===== src/rtl/muldiv_pkg.sv =====
// Shared definitions for the iterative multiply/divide unit.
//   md_op_e    : op codes presented on muldiv_unit.op
//   md_state_e : control FSM states (prefixed MD_ST_ so MD_DIV stays free for the op code)
//   op_is_div / op_is_signed : op-code field decoders
package muldiv_pkg;

    typedef enum logic [1:0] {
        MD_MULT  = 2'b00,
        MD_MULTU = 2'b01,
        MD_DIV   = 2'b10,
        MD_DIVU  = 2'b11
    } md_op_e;

    typedef enum logic [1:0] {
        MD_ST_IDLE = 2'b00,
        MD_ST_MUL  = 2'b01,
        MD_ST_DIV  = 2'b10,
        MD_ST_DONE = 2'b11
    } md_state_e;

    // Bit 1 of the op code selects divide
    function automatic logic op_is_div(input logic [1:0] op);
        return op[1];
    endfunction

    // Bit 0 clear means the signed flavour (MULT / DIV)
    function automatic logic op_is_signed(input logic [1:0] op);
        return ~op[0];
    endfunction

endpackage


===== src/rtl/muldiv_step.sv =====
// One iteration of the multiply/divide datapath (purely combinational).
//   is_div   : 1 = restoring-divide step, 0 = shift-add multiply step
//   acc_hi   : MUL: upper product half      DIV: partial remainder
//   acc_lo   : MUL: remaining multiplier    DIV: dividend bits / quotient being built
//   operand  : MUL: multiplicand            DIV: divisor
//   next_hi/next_lo : accumulator after this step
module muldiv_step
    import muldiv_pkg::*;
#(
    parameter int WIDTH = 32
) (
    input  logic             is_div,
    input  logic [WIDTH-1:0] acc_hi,
    input  logic [WIDTH-1:0] acc_lo,
    input  logic [WIDTH-1:0] operand,
    output logic [WIDTH-1:0] next_hi,
    output logic [WIDTH-1:0] next_lo
);

    logic [WIDTH:0] sum_s;
    logic [WIDTH:0] shifted_s;
    logic [WIDTH:0] diff_s;

    // Add-shift for multiply, subtract-compare for divide
    always_comb begin
        // Conditional add of the multiplicand keeps its carry in bit WIDTH
        sum_s     = {1'b0, acc_hi} + (acc_lo[0] ? {1'b0, operand} : {(WIDTH+1){1'b0}});
        // Partial remainder shifted left with the next dividend bit; WIDTH+1 bits wide
        shifted_s = {acc_hi, acc_lo[WIDTH-1]};
        // Remainder stays below the divisor, so bit WIDTH of the difference is a clean borrow flag
        diff_s    = shifted_s - {1'b0, operand};
        if (is_div) begin
            if (diff_s[WIDTH]) begin
                next_hi = shifted_s[WIDTH-1:0];
            end else begin
                next_hi = diff_s[WIDTH-1:0];
            end
            next_lo = {acc_lo[WIDTH-2:0], ~diff_s[WIDTH]};
        end else begin
            next_hi = sum_s[WIDTH:1];
            next_lo = {sum_s[0], acc_lo[WIDTH-1:1]};
        end
    end

endmodule


===== src/rtl/muldiv_unit.sv =====
// Iterative MULT/MULTU/DIV/DIVU engine with HI/LO result registers.
//   clk, rst            : clock and synchronous active-high reset
//   start, op, src1/2   : launch request (sampled in IDLE only), op code, operands
//   cancel              : abort a running op; HI/LO untouched
//   wr_hi, wr_lo, wr_data : MTHI/MTLO writes, honoured in IDLE only
//   busy, stall_req     : engine running / pipeline hold request
//   done                : one-cycle pulse, HI/LO already hold the result
//   hi, lo              : result registers
module muldiv_unit
    import muldiv_pkg::*;
#(
    parameter int WIDTH = 32
) (
    input  logic             clk,
    input  logic             rst,
    input  logic             start,
    input  logic [1:0]       op,
    input  logic [WIDTH-1:0] src1,
    input  logic [WIDTH-1:0] src2,
    input  logic             cancel,
    input  logic             wr_hi,
    input  logic             wr_lo,
    input  logic [WIDTH-1:0] wr_data,
    output logic             busy,
    output logic             stall_req,
    output logic             done,
    output logic [WIDTH-1:0] hi,
    output logic [WIDTH-1:0] lo
);

    localparam int               CNT_W    = $clog2(WIDTH) + 1;
    localparam logic [CNT_W-1:0] LAST_CNT = CNT_W'(WIDTH - 1);

    md_state_e          state_r, state_nxt_s;
    logic [CNT_W-1:0]   cnt_r;
    logic [WIDTH-1:0]   acc_hi_r, acc_lo_r, operand_r;
    logic [WIDTH-1:0]   hi_r, lo_r;
    logic               neg_res_r, neg_rem_r;
    logic               launch_s, div_zero_s, is_signed_s;
    logic [WIDTH-1:0]   mag1_s, mag2_s;
    logic [WIDTH-1:0]   step_hi_s, step_lo_s, res_hi_s, res_lo_s;
    logic [2*WIDTH-1:0] prod_s;

    muldiv_step #(.WIDTH(WIDTH)) u_step (
        .is_div  (state_r == MD_ST_DIV),
        .acc_hi  (acc_hi_r),
        .acc_lo  (acc_lo_r),
        .operand (operand_r),
        .next_hi (step_hi_s),
        .next_lo (step_lo_s)
    );

    // Launch decode and operand magnitudes for signed ops
    always_comb begin
        is_signed_s = op_is_signed(op);
        div_zero_s  = op_is_div(op) && (src2 == {WIDTH{1'b0}});
        launch_s    = (state_r == MD_ST_IDLE) && start && !cancel;
        if (is_signed_s && src1[WIDTH-1]) begin
            mag1_s = -src1;
        end else begin
            mag1_s = src1;
        end
        if (is_signed_s && src2[WIDTH-1]) begin
            mag2_s = -src2;
        end else begin
            mag2_s = src2;
        end
    end

    // Sign-corrected result from the final iteration, committed on the edge into DONE
    always_comb begin
        if (neg_res_r) begin
            prod_s = -{step_hi_s, step_lo_s};
        end else begin
            prod_s = {step_hi_s, step_lo_s};
        end
        if (state_r == MD_ST_DIV) begin
            res_lo_s = neg_res_r ? -step_lo_s : step_lo_s;
            res_hi_s = neg_rem_r ? -step_hi_s : step_hi_s;
        end else begin
            res_hi_s = prod_s[2*WIDTH-1:WIDTH];
            res_lo_s = prod_s[WIDTH-1:0];
        end
    end

    // FSM state register
    always_ff @(posedge clk) begin
        if (rst) begin
            state_r <= MD_ST_IDLE;
        end else begin
            state_r <= state_nxt_s;
        end
    end

    // FSM next-state logic; a flush takes priority over the final iteration
    always_comb begin
        state_nxt_s = state_r;
        case (state_r)
            MD_ST_IDLE: begin
                if (launch_s) begin
                    if (!op_is_div(op)) begin
                        state_nxt_s = MD_ST_MUL;
                    end else if (div_zero_s) begin
                        state_nxt_s = MD_ST_DONE;
                    end else begin
                        state_nxt_s = MD_ST_DIV;
                    end
                end else begin
                    state_nxt_s = MD_ST_IDLE;
                end
            end
            MD_ST_MUL, MD_ST_DIV: begin
                if (cancel) begin
                    state_nxt_s = MD_ST_IDLE;
                end else if (cnt_r == LAST_CNT) begin
                    state_nxt_s = MD_ST_DONE;
                end else begin
                    state_nxt_s = state_r;
                end
            end
            MD_ST_DONE: state_nxt_s = MD_ST_IDLE;
            default:    state_nxt_s = MD_ST_IDLE;
        endcase
    end

    // FSM outputs
    always_comb begin
        busy      = (state_r == MD_ST_MUL) || (state_r == MD_ST_DIV);
        done      = (state_r == MD_ST_DONE);
        stall_req = busy || (start && (state_r == MD_ST_IDLE));
    end

    // Datapath: operand capture, iteration, HI/LO writes
    always_ff @(posedge clk) begin
        if (rst) begin
            cnt_r     <= {CNT_W{1'b0}};
            acc_hi_r  <= {WIDTH{1'b0}};
            acc_lo_r  <= {WIDTH{1'b0}};
            operand_r <= {WIDTH{1'b0}};
            neg_res_r <= 1'b0;
            neg_rem_r <= 1'b0;
            hi_r      <= {WIDTH{1'b0}};
            lo_r      <= {WIDTH{1'b0}};
        end else begin
            case (state_r)
                MD_ST_IDLE: begin
                    cnt_r <= {CNT_W{1'b0}};
                    if (wr_hi) hi_r <= wr_data;
                    if (wr_lo) lo_r <= wr_data;
                    if (launch_s) begin
                        neg_res_r <= is_signed_s & (src1[WIDTH-1] ^ src2[WIDTH-1]);
                        neg_rem_r <= is_signed_s & src1[WIDTH-1];
                        acc_hi_r  <= {WIDTH{1'b0}};
                        if (op_is_div(op)) begin
                            acc_lo_r  <= mag1_s;
                            operand_r <= mag2_s;
                        end else begin
                            acc_lo_r  <= mag2_s;
                            operand_r <= mag1_s;
                        end
                        // Divide by zero commits immediately; raw dividend, no sign fix
                        if (div_zero_s) begin
                            hi_r <= src1;
                            lo_r <= {WIDTH{1'b1}};
                        end
                    end
                end
                MD_ST_MUL, MD_ST_DIV: begin
                    if (cancel) begin
                        cnt_r <= {CNT_W{1'b0}};
                    end else begin
                        acc_hi_r <= step_hi_s;
                        acc_lo_r <= step_lo_s;
                        cnt_r    <= cnt_r + CNT_W'(1);
                        if (cnt_r == LAST_CNT) begin
                            hi_r <= res_hi_s;
                            lo_r <= res_lo_s;
                        end
                    end
                end
                MD_ST_DONE: cnt_r <= {CNT_W{1'b0}};
                default:    cnt_r <= {CNT_W{1'b0}};
            endcase
        end
    end

    assign hi = hi_r;
    assign lo = lo_r;

endmodule


===== config.mk =====
export PLATFORM = sky130hd
export DESIGN_NAME = muldiv_unit
export DESIGN_NICKNAME = d
export VERILOG_FILES = /design/src/rtl/muldiv_pkg.sv /design/src/rtl/muldiv_step.sv /design/src/rtl/muldiv_unit.sv
export SDC_FILE = /design/constraint.sdc
export NUM_CORES = 1
export LEC_CHECK = 0
export ABC_AREA = 1
export BUFFER_PORTS_ARGS = -buffer_cell sky130_fd_sc_hd__buf_4
export CELL_PAD_IN_SITES_DETAIL_PLACEMENT = 2
export CELL_PAD_IN_SITES_GLOBAL_PLACEMENT = 2
export CORE_ASPECT_RATIO = 0.5
export CORE_MARGIN = 1.5
export CORE_UTILIZATION = 32
export CTS_CLUSTER_DIAMETER = 40
export DETAILED_ROUTE_END_ITERATION = 7
export HOLD_SLACK_MARGIN = 0.05
export PLACE_DENSITY_LB_ADDON = 0.1
export SLEW_MARGIN = 20
export SYNTH_ARGS = -nofsm -noshare
export SYNTH_HDL_FRONTEND = slang
export SYNTH_SLANG_ARGS = --single-unit

===== constraint.sdc =====
create_clock -name clk -period 4.95 [get_ports clk]
set_clock_uncertainty 0.15 [all_clocks]
set_input_delay 0.495 -clock clk [delete_from_list [all_inputs] [get_ports clk]]
set_output_delay 0.495 -clock clk [all_outputs]
set_load 0.02 [all_outputs]

## After elaboration in Yosys (flattened, before gate mapping)

Cells that the tools add are included.

- $add $sub $neg: 8
- Eq/ne operators: 8
- Muxes and demuxes: 39
- Bitwise operators: 5
- Reductions and logical operators: 16

Operators with widths:

| kind | number |
|---|---|
| $mux 32 | 26 |
| $pmux 32 s2 | 4 |
| $neg 32->32 | 4 |
| $mux 64 | 1 |
| $neg 64->64 | 1 |
| $add 32x33->33 | 1 |
| $sub 33x32->33 | 1 |
| $logic_not 32->1 | 1 |
| $pmux 6 s2 | 1 |
| $mux 2 | 4 |
| $add 6x1->6 const B | 1 |
| $eq 6x5->1 const B | 1 |
| $mux 6 | 1 |
| $ne 2x2->1 const B | 3 |
| $pmux 2 s3 | 1 |
| $reduce_and 3->1 | 2 |
| $logic_and 1x1->1 | 5 |
| $eq 2x2->1 const B | 2 |
| $reduce_or 2->1 | 2 |
| $ne 3x3->1 const B | 1 |
| $and 1x1->1 | 2 |
| $eq 2x1->1 const B | 1 |
| $logic_not 2->1 | 1 |
| $logic_or 1x1->1 | 2 |
| 6 further kinds | 7 |

- Register bits: 170
- Input bits: 104
- Logic and storage cells: 85

## Longest topological paths before layout

Gate-level depths: netlist (run 1).

- Depth in word-level cells: 9
- Mapped depth: 37
- Depth with buffers taken out: 36

## By module

From an unflattened synthesis (run 1), not the netlist that was laid out.

- Cells, all modules: 3642
- Area, all modules: 19760.2 um^2

Modules (own cells, without submodules):

| module | times used | cells each | area an instance (um^2) | seq. area each (um^2) |
|---|---|---|---|---|
| muldiv_unit | 1 | 2331 | 13302.8 | 3403.3 |
| muldiv_step | 1 | 1311 | 6457.4 | 0.0 |

## Least setup slack after synthesis (run 1)

No wires, ideal clock.

- Path type: reg2reg
- From: reg acc_lo_r[31]
- To: reg hi_r[2] (netlist: hi[2])
- Setup time: 0.134 ns
- Data arrival time: 3.837 ns
- Path slack: 0.829 ns
- Cell stages (with the launch flop): 32
- Path buffers: 1
- Clock period less this slack: 4.121 ns
- Cell sequence: dfxtp_1 inv_1 ha_1 inv_1 fa_1 nand2_1 nand2_1 nand3_1 nand2_2 nand2_1 nand2_2 nand2_4 nand3_4 nand3_4 buf_6 nand2_1 inv_1 ha_1 nand3_1 nor2_1 nand2_1 nor2_1 nand2_1 nor2_1 nand2_1 nor2_2 nand3_2 o21ai_0 o21ai_0 or2_2 nand3_1 a31oi_1

- Longest elaborated chain between the ends: 9

RTL lines:

| what | line | RTL |
|---|---|---|
| start: declaration | muldiv_unit.sv:36 | `logic [WIDTH-1:0] acc_hi_r, acc_lo_r, operand_r;` |
| start signal: assignment | muldiv_unit.sv:138 | `acc_lo_r <= {WIDTH{1'b0}};` |
| start signal: assignment | muldiv_unit.sv:155 | `acc_lo_r <= mag1_s;` |
| start signal: assignment | muldiv_unit.sv:158 | `acc_lo_r <= mag2_s;` |
| $sub 33x32->33 | muldiv_step.sv:31 | `diff_s = shifted_s - {1'b0, operand};` |
| $mux 32 / $not 1->1 (equally long branches) | muldiv_step.sv:33, muldiv_step.sv:38 |  |
| $mux 32 | muldiv_step.sv:32 | `if (is_div) begin` |
| $neg 64->64 / $neg 32->32 (equally long branches) | muldiv_unit.sv:73, muldiv_unit.sv:79 |  |
| $mux 64 / $mux 32 (equally long branches) | muldiv_unit.sv:72, muldiv_unit.sv:79 |  |
| $mux 32 * | muldiv_unit.sv:77 | `if (state_r == MD_ST_DIV) begin` |
| $mux 32 * | muldiv_unit.sv:175 | `if (cnt_r == LAST_CNT) begin` |
| $mux 32 * | muldiv_unit.sv:169 | `if (cancel) begin` |
| $pmux 32 s2 * | muldiv_unit.sv:145 | `case (state_r)` |
| end signal: assignment | muldiv_unit.sv:142 | `hi_r <= {WIDTH{1'b0}};` |
| end signal: assignment | muldiv_unit.sv:148 | `if (wr_hi) hi_r <= wr_data;` |
| end signal: assignment | muldiv_unit.sv:176 | `hi_r <= res_hi_s;` |
| end: declaration | muldiv_unit.sv:37 | `logic [WIDTH-1:0] hi_r, lo_r;` |

Mark *: on every way between the ends. The rest lies on a longest branch, timed or not. The select of a mux whose other input is x is not followed.
A chain may end at the register's enable or synchronous reset.

## Worst setup path after layout (run 1)

- From: reg acc_lo_r[31]
- To: reg hi_r[7] (netlist: hi[7])

The elaborated chain is that of the path after synthesis.

==> out/summary.txt, run 1 <==
Avg Cell Area, Syn: 5.58 um2
Slew @ Worst Pin: 1.28 ns
Setup WS pre-CTS: 0.0412 ns
Maxcap violations: 0
Drt via density: 5.70
Die Span X: 346 um
Flops & latches, synth: 170
First-pass GRT wire length: 167,000 um
Worst min-delay path category: primary input to flop
Total Routing Usage GR: 0.373
Share of cells above drive strength 1: 0.133
Syn Inst Count: 3,368
CTS root buffer: clkbuf_16
Finished Core Util: 0.381
Async S/R FF share, synth: 0
Routed length per instance: 26.7 um
WL final: 114,000 um
Core footprint: 0.0577 mm2
PwrDens: 263 mW/mm2
Pin count of the biggest net entering global routing: 83
Total number of vias: 24,500
Maximum VDD drop: 286 uV
Ys flop type: dfxtp_1
Crit Path Max Fanout: 13
Io pins: 171
Fin nets: 3,688
Initial Utilization: 0.325
Post-synth cell types: 59
Most frequent cells in the layout: nand2_1 (980), inv_1 (424), nor2_1 (339)
Leakage power: 11.0 nW
CTS H-Tree Depth: 4
Crit Path Class: flop to flop
Post-synthesis sequential area ratio: 0.181
Period utilization: 0.958
Status: complete, no violations
DRC violations left: 0
TritonCTS Buffers: 17
Total global routing overflow: 0
DR iter-0 viols: 2,113
Post-synth EDFFs: 0
Mapped Nets: 3,546
Fin. Hold Viols: 0
Reg clk slew, reported paths: 0.09 ns
Final Critical Period: 4.74 ns
Ys Warns: 0
Final ANT Viol Nets: 0
First-pass DRT Iterations: 5
# setup viols final: 0
Commonest non-fill, non-tap cell in the layout: nand2_1
Gp weighted congestion: 0.995
Worst EP required: 5.17 ns
Slew Viols, Final: 0
Fmax achieved: 0.211 GHz
Port Buffers: 170
Placement Cell Area: 0.0212 mm2
Synthesized cell area: 0.0188 mm2
TritonCTS clock tree: built
Die Y-Extent: 174 um
Antenna violations before repair: 8
Row cnt: 62
Rel. slew slack: 0.139
Final WS setup: 0.210 ns
DIE AREA: 0.0603 mm2
CP Data Arrival Time: 4.96 ns
Worst Setup Start Kind: flop
Synthesis-to-layout area growth: 17.2%
Vias in the first global route: 24,800
CP Capture Type: flop
DP HPWL: 92,000 um
CTS sink count: 170
Final instance area: 0.0220 mm2
Clock latency on the worst-skew pair: 0.52 ns
CTS max path bufs: 2
cells by family after synthesis:
family,Yosys count,synth area share
simple gates,1797,0.411
xor+xnor,72,0.0336
flops,170,0.181
fa+ha+maj,74,0.0501
buf+inv,585,0.121
compound gates,670,0.203
power breakdown:
| group | internal, mW | switching, mW |
|---|---|---|
| sequential | 1.49 | 0.117 |
| combinational | 0.770 | 1.82 |
| clock | 0.783 | 0.801 |
| total | 3.05 | 2.74 |
timing repair:
| item | CTS | global route |
|---|---|---|
| gates resized for setup | 1 | 48 |
| setup buffers | 0 | 4 |
| setup endpoints to repair | 1 | 23 |
| gates cloned | 0 | 0 |
| pin swaps | 0 | 12 |
| hold buffers | 0 | 0 |
metal layers:
layer / GRT usage / vias to the layer above / part of all wire
met4: 0.0971 / 2 / 0.023
met1: 0.516 / 12400 / 0.46
met2: 0.590 / 723 / 0.44
li1: - / 11200 / -
met5: 0 / - / 0.00011
met3: 0.0753 / 140 / 0.072
worst max-delay path, cell delays in order (launching register included):
cell     delay [ns]
dfxtp_2        0.34
inv_2          0.07
ha_1           0.16
inv_2          0.06
fa_2           0.40
nand2_1        0.09
nand2_2        0.09
nand3_1        0.12
nand2_2        0.08
nand2_2        0.09
nand2_2        0.08
nand2_4        0.10
nand3_4        0.08
nand3_4        0.15
buf_4          0.36
nand4_1        0.33
nor3_2         0.44
nand3_1        0.23
nand2_1        0.28
nand2_1        0.11
o21ai_0        0.59
a31oi_1        0.17
cells in the mapped netlist (15+ instances only):
cell type,n,share of area
nor2_1,346,0.069
ha_1,72,0.048
nand4_1,37,0.012
xnor2_1,19,0.0089
xor2_1,53,0.025
buf_2,16,0.0043
inv_1,428,0.086
nand2_2,30,0.010
dfxtp_1,170,0.18
o21ai_0,232,0.062
or2_2,24,0.0080
nor2_2,21,0.0070
o21bai_1,15,0.0060
clkbuf_1,110,0.022
a21oi_1,250,0.067
nor3_1,28,0.0075
nand2_1,991,0.20
o211ai_1,51,0.020
nand3b_1,21,0.0084
a31oi_1,46,0.015
nand3_1,246,0.066
metrics by stage:
step                      hold WS (ns)  total power, mW  cells  setup TNS (ns)
after floorplan                  0.268             3.06   3368               0
after global placement           0.281             4.03   4255               0
after detailed placement         0.295             4.10   4255               0
after CTS                        0.137             5.67   4287               0
after global routing             0.169             6.02   4292         -0.0824
final                            0.157             5.78   4293               0
layout make-up:
type                            count  area, um2
Multi-Input combinational cell   2613      13300
Fill cell                        7562      35700
Antenna cell                        2       5.00
Clock inverter                     14        179
Sequential cell                   170       3410
Inverter                          440       1650
Tap cell                          768        961
Clock buffer                       18        439
Timing Repair Buffer              268       2020
flip-flops by register name, indices dropped and copies added, names as in the netlist:
register and flops:
acc_hi_r 32, acc_lo_r 32, hi 32, lo 32
operand_r 32, cnt_r 6, state_r 2, neg_rem_r 1
neg_res_r 1
worst paths after layout:
kind	start	end	slack (ns)	cells after the start
max	acc_lo_r[31]	hi[7]	0.21	21
min	src2[0]	operand_r[0]	0.16	3
max reg2reg	acc_lo_r[31]	hi[7]	0.21	21
min reg2reg	cnt_r[0]	cnt_r[0]	0.30	1
Power figures use the tool's default switching activity.
==> run 2: changes to the inputs <==
- MAX_ROUTING_LAYER: unset -> met4
==> run 2 against run 1 <==
Fmax fell by 1.5%. Total power rose by 0.32%. Die area unchanged. Critical path depth grew 3. Core utilization grew 0.054 points. Final cell count hardly changed. Combinational power is essentially flat. Worst setup slack got worse by 0.074 ns. Wire length up 0.53%. Sequential share of layout area is essentially flat. Via count is 1.0% higher. Critical path type unchanged. Largest cell class unchanged.
==> out/summary.txt, run 2 (synthesized netlist as in run 1, its figures left out) <==
WL final: 115,000 um
Reg clk slew, reported paths: 0.09 ns
Worst Setup SP: acc_lo_r[0]
Total global routing overflow: 0
Synthesis-to-layout area growth: 17.4%
Reg2Reg Capture Point: hi[29]
CP Data Arrival Time: 5.11 ns
DP HPWL: 93,000 um
Port Buffers: 170
Reg2reg start: acc_lo_r[0]
Fin. Hold Viols: 0
Routed length per instance: 26.8 um
Fmax achieved: 0.208 GHz
# setup viols final: 0
Crit Path Class: flop to flop
Vias in the first global route: 25,000
CTS root buffer: clkbuf_16
Rel. slew slack: 0.216
R2r setup slk: 0.14 ns
Maximum VDD drop: 290 uV
Worst min-delay path category: primary input to flop
Core footprint: 0.0577 mm2
Total Routing Usage GR: 0.385
DR iter-0 viols: 2,034
Final ANT Viol Nets: 0
Pin count of the biggest net entering global routing: 83
Most frequent cells in the layout: nand2_1 (984), inv_1 (424), nor2_1 (338)
Io pins: 171
DRC violations left: 0
Initial Utilization: 0.325
CTS max path bufs: 2
Final Critical Period: 4.81 ns
Clock latency on the worst-skew pair: 0.52 ns
CTS sink count: 170
Die Span X: 346 um
Antenna violations before repair: 7
Hold_ws: 0.160 ns
Share of cells above drive strength 1: 0.134
Drt via density: 5.76
TritonCTS clock tree: built
First-pass DRT Iterations: 5
TritonCTS Buffers: 17
Total number of vias: 24,700
Worst EP required: 5.25 ns
Final Non-Filler Cells: 4,294
CP Capture Type: flop
Length in cells of the worst reg-to-reg path: 24
Placed cell count: 4,259
Die Y-Extent: 174 um
PwrDens: 263 mW/mm2
DIE AREA: 0.0603 mm2
CP Capture Point: hi[29]
Commonest non-fill, non-tap cell in the layout: nand2_1
Leakage power: 11.0 nW
Crit Path Max Fanout: 23
Status: complete, no violations
Period utilization: 0.972
N_diodes: 0
First-pass GRT wire length: 167,000 um
Maxcap violations: 0
Slew @ Worst Pin: 1.16 ns
Row cnt: 62
Worst Setup Start Kind: flop
Gp weighted congestion: 0.983
Slew Viols, Final: 0
Fin nets: 3,691
CTS H-Tree Depth: 4
## run 2: changes by cell type in the layout (fill, tap and decap cells not counted), sizes merged
| cell | delta |
|---|---|
| inv | -2 |
| diode | -2 |
| bufinv | +1 |
| clkbuf | +1 |
| buf | +3 |
## run 2: worst min-delay path by stage
| stage | startpoint | to | slack [ns] | cells after the start |
|---|---|---|---|---|
| finish | op[0] | neg_res_r | 0.16 | 4 |
| global route | op[0] | neg_res_r | 0.18 | 4 |
| CTS | op[0] | neg_res_r | 0.14 | 4 |
| detailed placement | cnt_r[0] | cnt_r[0] | 0.30 | 1 |
| global placement | cnt_r[0] | cnt_r[0] | 0.28 | 1 |
| floorplan | cnt_r[0] | cnt_r[0] | 0.27 | 1 |
## run 2: power breakdown
part | internal, mW | switching [mW] | total, mW
registers | 1.49 | 0.119 | 1.61
clock network | 0.825 | 0.769 | 1.59
logic | 0.766 | 1.83 | 2.59
total | 3.08 | 2.72 | 5.80
## run 2: through the flow
stage / power [mW] / TNS [ns] / utilization / cell area (um2) / setup slack [ns]
final: 5.80 / 0 / 0.382 / 22000 / 0.136
after global routing: 6.03 / -0.124 / 0.382 / 22000 / -0.0563
after CTS: 5.70 / 0 / 0.378 / 21800 / 0.0730
after detailed placement: 4.11 / 0 / 0.367 / 21200 / 0.133
after global placement: 4.04 / 0 / 0.367 / 21200 / 0.336
after floorplan: 3.06 / 0 / - / 18800 / 0.829
## run 2: worst max-delay path, stage by stage, from the launching register on
cell      delay, ns
dfxtp_2        0.52
buf_4          0.39
nand2_1        0.11
inv_1          0.08
ha_1           0.26
nand2_1        0.15
nor2_1         0.29
nand2_1        0.10
o211ai_1       0.30
nand2_1        0.13
nand2_1        0.20
nand3b_1       0.18
nand2_1        0.17
nand2_1        0.07
nand3_1        0.08
nand2_1        0.28
inv_1          0.20
nand3_1        0.09
nor2_1         0.11
nand2_1        0.07
nand2_1        0.06
nand3_1        0.10
nand3_1        0.09
nand3_1        0.30
a21oi_1        0.24
## run 2: cell type report
cell class              instances  area (um2)
multi-input cells            2613       13400
well taps                     768         961
inverters                     440        1650
repair buffers                271        2050
clock inverters                13         183
clock buffers                  19         443
flip-flops and latches        170        3410
fillers                      7512       35700
## run 2: routing by layer
metal	global-route usage	vias to the layer above	part of all wire
met5	-	-	0
met4	0.0993	0	0.025
met3	0.0497	141	0.064
met2	0.591	796	0.44
met1	0.529	12600	0.47
li1	-	11200	-
## run 2: what timing repair did
action / 4_1_cts / 5_1_grt
setup endpoints to repair: 0 / 21
hold buffers: 0 / 0
setup buffers: 0 / 3
gates resized for setup: 0 / 48
==> run 3: changes to the inputs <==
- ABC_AREA: 1 -> 0
- CORE_UTILIZATION: 32 -> 35
==> run 3 against run 2 <==
The run now ends with setup timing left. Global-route usage increased by 2.1 points. Critical path depth decreased by 1. Largest power group unchanged. Sequential power increased by 6%. Worst setup slack got worse by 0.46 ns. Non-clock buffer count increased by 201. Area after synthesis decreased by 13%. Flip-flop and latch count unchanged. Sequential share of layout area increased by 0.38 points.
==> out/summary.txt, run 3 <==
Core footprint: 0.0456 mm2
Fin nets: 2,822
Final Critical Period: 5.27 ns
Slew Viols, Final: 0
Share of cells above drive strength 1: 0.250
Final ANT Viol Nets: 0
Io pins: 171
Int Power: 3.51 mW
Final Non-Filler Cells: 3,289
Die Span X: 308 um
Antenna violations before repair: 5
# setup viols final: 36
Initial Utilization: 0.358
R2r setup slk: -0.32 ns
Worst min-delay path category: primary input to flop
Die Y-Extent: 156 um
Flop pwr share: 0.253
CTS root buffer: clkbuf_16
Avg Cell Area, Syn: 7.08 um2
Total Routing Usage GR: 0.406
CTS sink count: 170
Gp weighted congestion: 0.952
DIE AREA: 0.0480 mm2
Maximum VDD drop: 223 uV
Rel. slew slack: 0.236
First-pass GRT wire length: 143,000 um
Synthesized cell area: 0.0163 mm2
WL final: 102,000 um
Drt via density: 6.59
RSZ-0062 raised after global routing: true
Setup WS pre-CTS: -0.309 ns
CTS hold repair buffers: 0
Fmax achieved: 0.190 GHz
Worst EP required: 5.16 ns
Top post-synthesis cells by count: nor2_1 (300), nand2_1 (250), a21oi_1 (238)
Reg2reg start: operand_r[31]
Clock power share: 0.217
Total number of vias: 21,700
Yosys top cell area share: 0.208
Syn Inst Count: 2,308
Crit Path Max Fanout: 5
PwrDens: 313 mW/mm2
Worst Setup Start Kind: flop
Hold path depth: 2
CP cell instances: inv_2 > ha_4 > nand4_4 > nor4_4 > o211ai_2 > a211oi_4 > a31oi_4 > nand2_4 > nor2_4 > a21oi_2 > ha_2 > o211ai_1 > or4_4 > nor4_4 > and2_4 > nand2_4 > nor2_4 > nor2_2 > buf_4 > o31ai_4 > xor2_2 > nand2b_4 > a21oi_1
Placed cell count: 3,228
Post-synthesis sequential area ratio: 0.208
First-pass DRT Iterations: 7
Vias in the first global route: 21,500
Most common cell in the netlist: nor2_1
Commonest non-fill, non-tap cell in the layout: buf_4
Routed length per instance: 31.2 um
Async S/R FF share, synth: 0
Sw power: 3.24 mW
Status: complete, but fails checks
Leakage power: 8.77 nW
Most frequent cells in the layout: buf_4 (461), nor2_1 (289), nand2_1 (245)
Period utilization: 1.07
Reg2Reg Capture Point: hi[18]
Slowest CP cell: or4_4
Combinational power share: 0.530
Fin. Hold Viols: 0
Synthesis-to-layout area growth: 32.0%
Slowest cell delay on critical path: 0.55 ns
CTS max path bufs: 2
Total global routing overflow: 0
DP HPWL: 69,900 um
Failing checks: setup timing
Reg clk slew, reported paths: 0.09 ns
Finished Core Util: 0.472
CP Capture Type: flop
Area leader, netlist: dfxtp_1
CP Data Arrival Time: 5.48 ns
Post-synth EDFFs: 0
Pin count of the biggest net entering global routing: 147
Worst Hold Path EP: acc_lo_r[23]
DR iter-0 viols: 2,778
Clock latency on the worst-skew pair: 0.51 ns
CTS H-Tree Depth: 4
Mapped Nets: 2,486
Ys Warns: 0
Flops & latches, synth: 170
TritonCTS clock tree: built
Row cnt: 55
Crit Path Class: flop to flop
Hold_sp: rst
Port Buffers: 170
Synth top area cells: dfxtp_1 (21%), a21oi_1 (7.3%), nor2_1 (6.9%), nand2_1 (5.7%), ha_1 (5.5%)
TritonCTS Buffers: 17
Maxcap violations: 0
Slew @ Worst Pin: 1.15 ns
Post-synth cell types: 94
Final WS setup: -0.323 ns
Ys flop type: dfxtp_1
Sw Share: 0.480
Length in cells of the worst reg-to-reg path: 23
DRC violations left: 0
run 3: cell types whose count changed in the layout (fill, tap and decap cells not counted), moves of 49 or more:
cell	previous run	this run
nand2_1	984	245
inv_1	424	59
nand3_1	244	33
buf_4	270	461
o21ai_0	232	104
mux2i_1	0	80
a211oi_1	1	79
xnor2_1	19	82
nor2_1	338	289
run 3: worst max-delay path: cells and delay by family (launching register included):
family          cells  cell delay, ns
simple gates       11            2.20
buf+inv             2            0.27
flops               1            0.42
fa+ha+maj           2            0.50
xor+xnor            1            0.34
compound gates      7            1.24
run 3: repair_timing:
action / in CTS / in global routing
resized for setup: 42 / 98
buffers inserted: 14 / 12
setup endpoints to repair: 22 / 42
pin swaps: 18 / 38
run 3: metal layers:
layer | up-vias | track usage | part of all wire
met5 | - | - | 0
met3 | 300 | 0.0803 | 0.11
met1 | 11000 | 0.563 | 0.43
met4 | 0 | 0.0903 | 0.034
li1 | 9039 | - | -
met2 | 1329 | 0.605 | 0.43
run 3: power by group through the flow:
stage                     registers, mW  clock network (mW)  logic (mW)
after floorplan                    1.79                   0        1.53
after detailed placement           1.72                   0        3.07
final                              1.71                1.46        3.58
after global placement             1.71                   0        2.98
after CTS                          1.70                1.44        3.20
after global routing               1.72                1.50        3.68
run 3: kinds of logic (layout without fill, tap and decap cells):
family | count (synthesis) | in the layout | share of synthesized area
other cells | 0 | 6 | 0
xor+xnor | 170 | 170 | 0.0912
compound gates | 748 | 748 | 0.298
simple gates | 839 | 839 | 0.238
fa+ha+maj | 74 | 74 | 0.0576
buf+inv | 219 | 567 | 0.0521
mux | 88 | 88 | 0.0546
flops | 170 | 170 | 0.208
run 3: area by class of cell:
class | instances | area [um2]
antenna | 6 | 15.0
timing repair buffer | 472 | 3650
fill | 5175 | 24100
tap | 627 | 785
multi-input combinational | 1919 | 12900
clock inverter | 14 | 149
sequential | 170 | 3410
inverter | 64 | 243
clock buffer | 17 | 425
run 3: worst max-delay path by stage:
stage,from,to,slack [ns],cells after the start
floorplan,acc_lo_r[31],hi[30],-0.24,26
global placement,operand_r[31],hi[18],-0.09,23
detailed placement,operand_r[31],hi[18],-0.31,23
CTS,acc_lo_r[31],hi[30],0.002,24
global route,operand_r[31],hi[30],-0.45,22
finish,operand_r[31],hi[18],-0.32,23
run 3: through the flow:
step                      TNS [ns]  power (mW)  hold slack (ns)  cell area, um2
after floorplan             -0.239        3.32            0.280           16400
after global placement     -0.0908        4.70            0.295           20100
after detailed placement     -2.81        4.79            0.313           20100
after CTS                        0        6.34            0.153           21000
after global routing         -8.82        6.91            0.172           21500
final                        -4.54        6.76            0.162           21600
